===== config.mk =====
export PLATFORM = sky130hd
export DESIGN_NAME = latch_load_ctrl
export DESIGN_NICKNAME = d
export VERILOG_FILES = /design/src/rtl/latch_load_ctrl.sv
export SDC_FILE = /design/constraint.sdc
export NUM_CORES = 1
export LEC_CHECK = 0
export CAP_MARGIN = 0
export CORE_MARGIN = 3
export CORE_UTILIZATION = 45
export DETAILED_ROUTE_END_ITERATION = 10
export PLACE_DENSITY = 0.74
export SYNTH_ARGS = -nofsm -noshare
export SYNTH_HDL_FRONTEND = slang
export SYNTH_SLANG_ARGS = --single-unit

===== constraint.sdc =====
create_clock -name clk -period 2.5 [get_ports clk]
set_input_delay 0.75 -clock clk [delete_from_list [all_inputs] [get_ports clk]]
set_output_delay 0.75 -clock clk [all_outputs]
set_load 0.01 [all_outputs]

===== src/rtl/latch_load_ctrl.sv =====
// Write sequencer for an async-reset D-latch bank: accepts a word on valid/ready,
// then times setup, enable-open and hold windows with one shared down-counter.
module latch_load_ctrl #(
  parameter int WIDTH     = 8,
  parameter int SETUP_CYC = 1,
  parameter int OPEN_CYC  = 2,
  parameter int HOLD_CYC  = 1
) (
  input  logic             clk,
  input  logic             rst_n,
  input  logic             in_valid,
  input  logic [WIDTH-1:0] in_data,
  output logic             in_ready,
  output logic [WIDTH-1:0] d,
  output logic             en,
  output logic             rst,
  output logic             busy,
  output logic             done
);

  typedef enum logic [1:0] {
    IDLE  = 2'd0,
    SETUP = 2'd1,
    OPEN  = 2'd2,
    HOLD  = 2'd3
  } state_e;

  localparam logic [3:0] SETUP_LD = 4'(SETUP_CYC - 1);
  localparam logic [3:0] OPEN_LD  = 4'(OPEN_CYC - 1);
  localparam logic [3:0] HOLD_LD  = 4'(HOLD_CYC - 1);

  state_e           state_q;
  logic [3:0]       cnt_q;
  logic [WIDTH-1:0] d_q;
  logic             en_q;
  logic             rst_q;
  logic             ready_q;
  logic             busy_q;
  logic             done_q;

  // NOTE: every state flop uses <= so all updates see the pre-edge values;
  // blocking assignments here would let later lines read already-updated state.
  always_ff @(posedge clk or negedge rst_n) begin
    if (!rst_n) begin
      state_q <= IDLE;
      cnt_q   <= 4'd0;
      d_q     <= '0;
      en_q    <= 1'b0;
      rst_q   <= 1'b1;
      ready_q <= 1'b0;
      busy_q  <= 1'b0;
      done_q  <= 1'b0;
    end else begin
      done_q <= 1'b0;
      if (rst_q) begin
        // One clean clock of latch reset after release, then open for business.
        rst_q   <= 1'b0;
        ready_q <= 1'b1;
      end else begin
        unique case (state_q)
          IDLE: begin
            if (in_valid && ready_q) begin
              d_q     <= in_data;
              cnt_q   <= SETUP_LD;
              state_q <= SETUP;
              ready_q <= 1'b0;
              busy_q  <= 1'b1;
            end
          end
          SETUP: begin
            if (cnt_q == 4'd0) begin
              cnt_q   <= OPEN_LD;
              en_q    <= 1'b1;
              state_q <= OPEN;
            end else begin
              cnt_q <= cnt_q - 4'd1;
            end
          end
          OPEN: begin
            if (cnt_q == 4'd0) begin
              cnt_q   <= HOLD_LD;
              en_q    <= 1'b0;
              state_q <= HOLD;
            end else begin
              cnt_q <= cnt_q - 4'd1;
            end
          end
          HOLD: begin
            if (cnt_q == 4'd0) begin
              state_q <= IDLE;
              done_q  <= 1'b1;
              busy_q  <= 1'b0;
              ready_q <= 1'b1;
            end else begin
              cnt_q <= cnt_q - 4'd1;
            end
          end
          default: state_q <= IDLE;
        endcase
      end
    end
  end

  assign in_ready = ready_q;
  assign d        = d_q;
  assign en       = en_q;
  assign rst      = rst_q;
  assign busy     = busy_q;
  assign done     = done_q;

endmodule


==> results.sh <==
export IMPL_synthArstFlopShare=1.00
export IMPL_critPathCapture="rst"
export IMPL_finalCoreUtilization=0.622
export IMPL_crit_type="flop to primary output"
export IMPL_max_freq_mhz=435
export IMPL_yosysSeqAreaShare=0.500
export IMPL_syn_num_nets=97
export IMPL_setup_tns_ns=0
export IMPL_grt_max_degree=15
export IMPL_first_iter_violations=3
export IMPL_cp_num_buf_inv=1
export IMPL_hold_viol_final=0
export IMPL_slew_violations=0
export IMPL_p_seq_frac=0.361
export IMPL_dr_pass1_iters=3
export IMPL_p_leak_nw=0.528
export IMPL_use_met3=0.0258
export IMPL_cts_htree_levels=1
export IMPL_path_cells="clkdlybuf4s50_1"
export IMPL_wl_per_cell_um=14.2
export IMPL_crit_path_max_fanout=14
export IMPL_switching_power_uw=537
export IMPL_synth_edf_count=0
export IMPL_dp_cells=129
export IMPL_stdcell_count=133
export IMPL_antenna_found_initial=0
export IMPL_use_met1=0.225
export IMPL_max_vdd_ir_drop_uv=665
export IMPL_syn2layout_area_growth_pct=29.4
export IMPL_avgSynthCellArea_um2=11.8
export IMPL_pin_count=24
export IMPL_fin_crit_sh=0.919
export IMPL_netlist_area_um2=953
export IMPL_worstSkewPairLatency_ns=0.29
export IMPL_dpl_hpwl_um=1450
export IMPL_arrival_ns=1.55
export IMPL_die_x_um=52.0
export IMPL_dieArea_um2=2710
export IMPL_crit_start="rst"
export IMPL_layout_common_cells="23 x clkdlybuf4s50_1, 18 x dfrtp_1, 8 x mux2_2"
export IMPL_cts_hold_buf=0
export IMPL_dieHeight_um=52.0
export IMPL_comb_power_share=0.537
export IMPL_min_period_ns=2.30
export IMPL_rows=16
export IMPL_path_clk_slew_ns=0.10
export IMPL_postCtsResizedCells=0
export IMPL_cts_buffers_inserted=3
export IMPL_preCtsSetupSlack_ns=0.331
export IMPL_maxCapViolCount=0
export IMPL_drive_above_1_share=0.170
export IMPL_drtAntennaViolNets=0
export IMPL_core_region_area_um2=1980
export IMPL_r2r_slack_ns=0.46
export IMPL_post_cts_buffers=0
export IMPL_final_common_cell="clkdlybuf4s50_1"
export IMPL_cts_sinks=19
export IMPL_grt_usage=0.164
export IMPL_worstPathRequired_ns=1.75
export IMPL_grt_pass1_wl_um=3220
export IMPL_cts_tree="built"
export IMPL_reg2reg_depth=5
export IMPL_p_clk_frac=0.102
export IMPL_worst_path_stages=1
export IMPL_gp_congestion=0.820
export IMPL_synth_top_flop_cell="dfrtp_1"
export IMPL_grt_overflow=0
export IMPL_pwr_density_cell_nw_per_um2=1190
export IMPL_hold_ws_ns=0.515
export IMPL_status="finished, final reports clean"
export IMPL_port_buffers=23
export IMPL_critPathLaunchType="flop"
export IMPL_worstHoldPathType="flop to flop"
export IMPL_place_area_um2=1210
export IMPL_netSwitchingFraction=0.366
export IMPL_grt_pass1_vias=711
export IMPL_drc=0
export IMPL_p_int_uw=930
export IMPL_syn_inst=81
export IMPL_grt_setup_unrepaired="false"
export IMPL_clock_tree_root_cell="clkbuf_4"
export IMPL_tightest_slew_ns=0.489
export IMPL_synth_cell_types=38
export IMPL_crit_path_end_kind="primary output"
export IMPL_wirelength_um=1890
export IMPL_skew_ns=0.00107
export IMPL_cpLargestDelayFamily="flip-flops"
export IMPL_n_antenna_cell=0
export IMPL_crit_path_max_incr_delay_ns=0.68
export IMPL_relSlewSlack=0.666
export IMPL_design_power_total_mw=1.47
export IMPL_busiest_layer="met2"
export IMPL_yosys_warnings=0
export IMPL_viasPerCell=5.28
export IMPL_ys_seq_elements=19
export IMPL_setup_viol=0
export IMPL_initial_core_util=0.481
export IMPL_nets=123
export IMPL_met2_usage=0.251
export IMPL_cp_slowest_cell="dfstp_2"
export IMPL_r2r_start="cnt_q[0]"
export IMPL_fin_area_um2=1230
export IMPL_rr_endpoint="state_q[0]"
export IMPL_clk_path_buf_depth=2
export IMPL_postLayoutSetupSlackWorst_ns=0.201
export IMPL_vias=702
==> worst min path at each step <==
| stage | start | end | slack (ns) | depth (start not counted) |
|---|---|---|---|---|
| after floorplan | rst_n | busy | 0.45 | 0 |
| after global placement | busy | busy | 0.48 | 2 |
| after detailed placement | en | en | 0.48 | 2 |
| after CTS | en | en | 0.52 | 2 |
| after global routing | en | en | 0.53 | 2 |
| final | en | en | 0.52 | 2 |
==> power groups by stage <==
stage	combinational, mW	clock, mW	sequential, mW
5_1_grt	0.874	0.172	0.545
4_1_cts	0.793	0.158	0.529
3_3_place_gp	0.770	0	0.526
2_1_floorplan	0.481	0	0.560
3_5_place_dp	0.791	0	0.533
6_report	0.788	0.150	0.529
==> routing by layer <==
layer	up-vias	routed length, um
li1	345	-
met1	347	858
met2	8	983
met3	2	42
met4	0	10
met5	-	0
==> synth_stat cells (2+ instances only) <==
master | n | share of area
o41ai_1 | 2 | 0.018
nand3_1 | 2 | 0.010
dfrtp_1 | 18 | 0.47
nand4b_1 | 2 | 0.018
nand2b_1 | 2 | 0.013
a21boi_0 | 2 | 0.016
mux2_2 | 8 | 0.094
o22ai_1 | 2 | 0.013
ha_1 | 5 | 0.066
nor2_1 | 3 | 0.012
nand4_1 | 2 | 0.013
inv_1 | 4 | 0.016
o21ai_0 | 2 | 0.010
nand2_1 | 2 | 0.0079
or3_1 | 2 | 0.013
==> cells by family (layout without fill, tap and decap cells) <==
group | Yosys count | count (layout) | synth area share
AND/OR/NAND/NOR | 22 | 22 | 0.143
flip-flops | 19 | 19 | 0.500
AO/OA/AOI/OAI | 16 | 16 | 0.125
multiplexers | 10 | 10 | 0.121
buffers and inverters | 8 | 33 | 0.0420
adder cells (fa/ha/maj) | 5 | 5 | 0.0656
other | 1 | 1 | 0.00393
==> cell type report <==
type                            instances  area, um2
Multi-Input combinational cell         54        437
Clock buffer                            4       26.3
Inverter                                4       15.0
Fill cell                             169        748
Timing Repair Buffer                   25        245
Tap cell                               27       33.8
Sequential cell                        19        477
==> flip-flops by register name (all words and copies together), names as in the netlist <==
register and cells:
rst 1, en 1, in_ready 1, d 8, cnt_q 4, busy 1, state_q 2, done 1
Note: power is estimated with default switching activity, not from simulation.
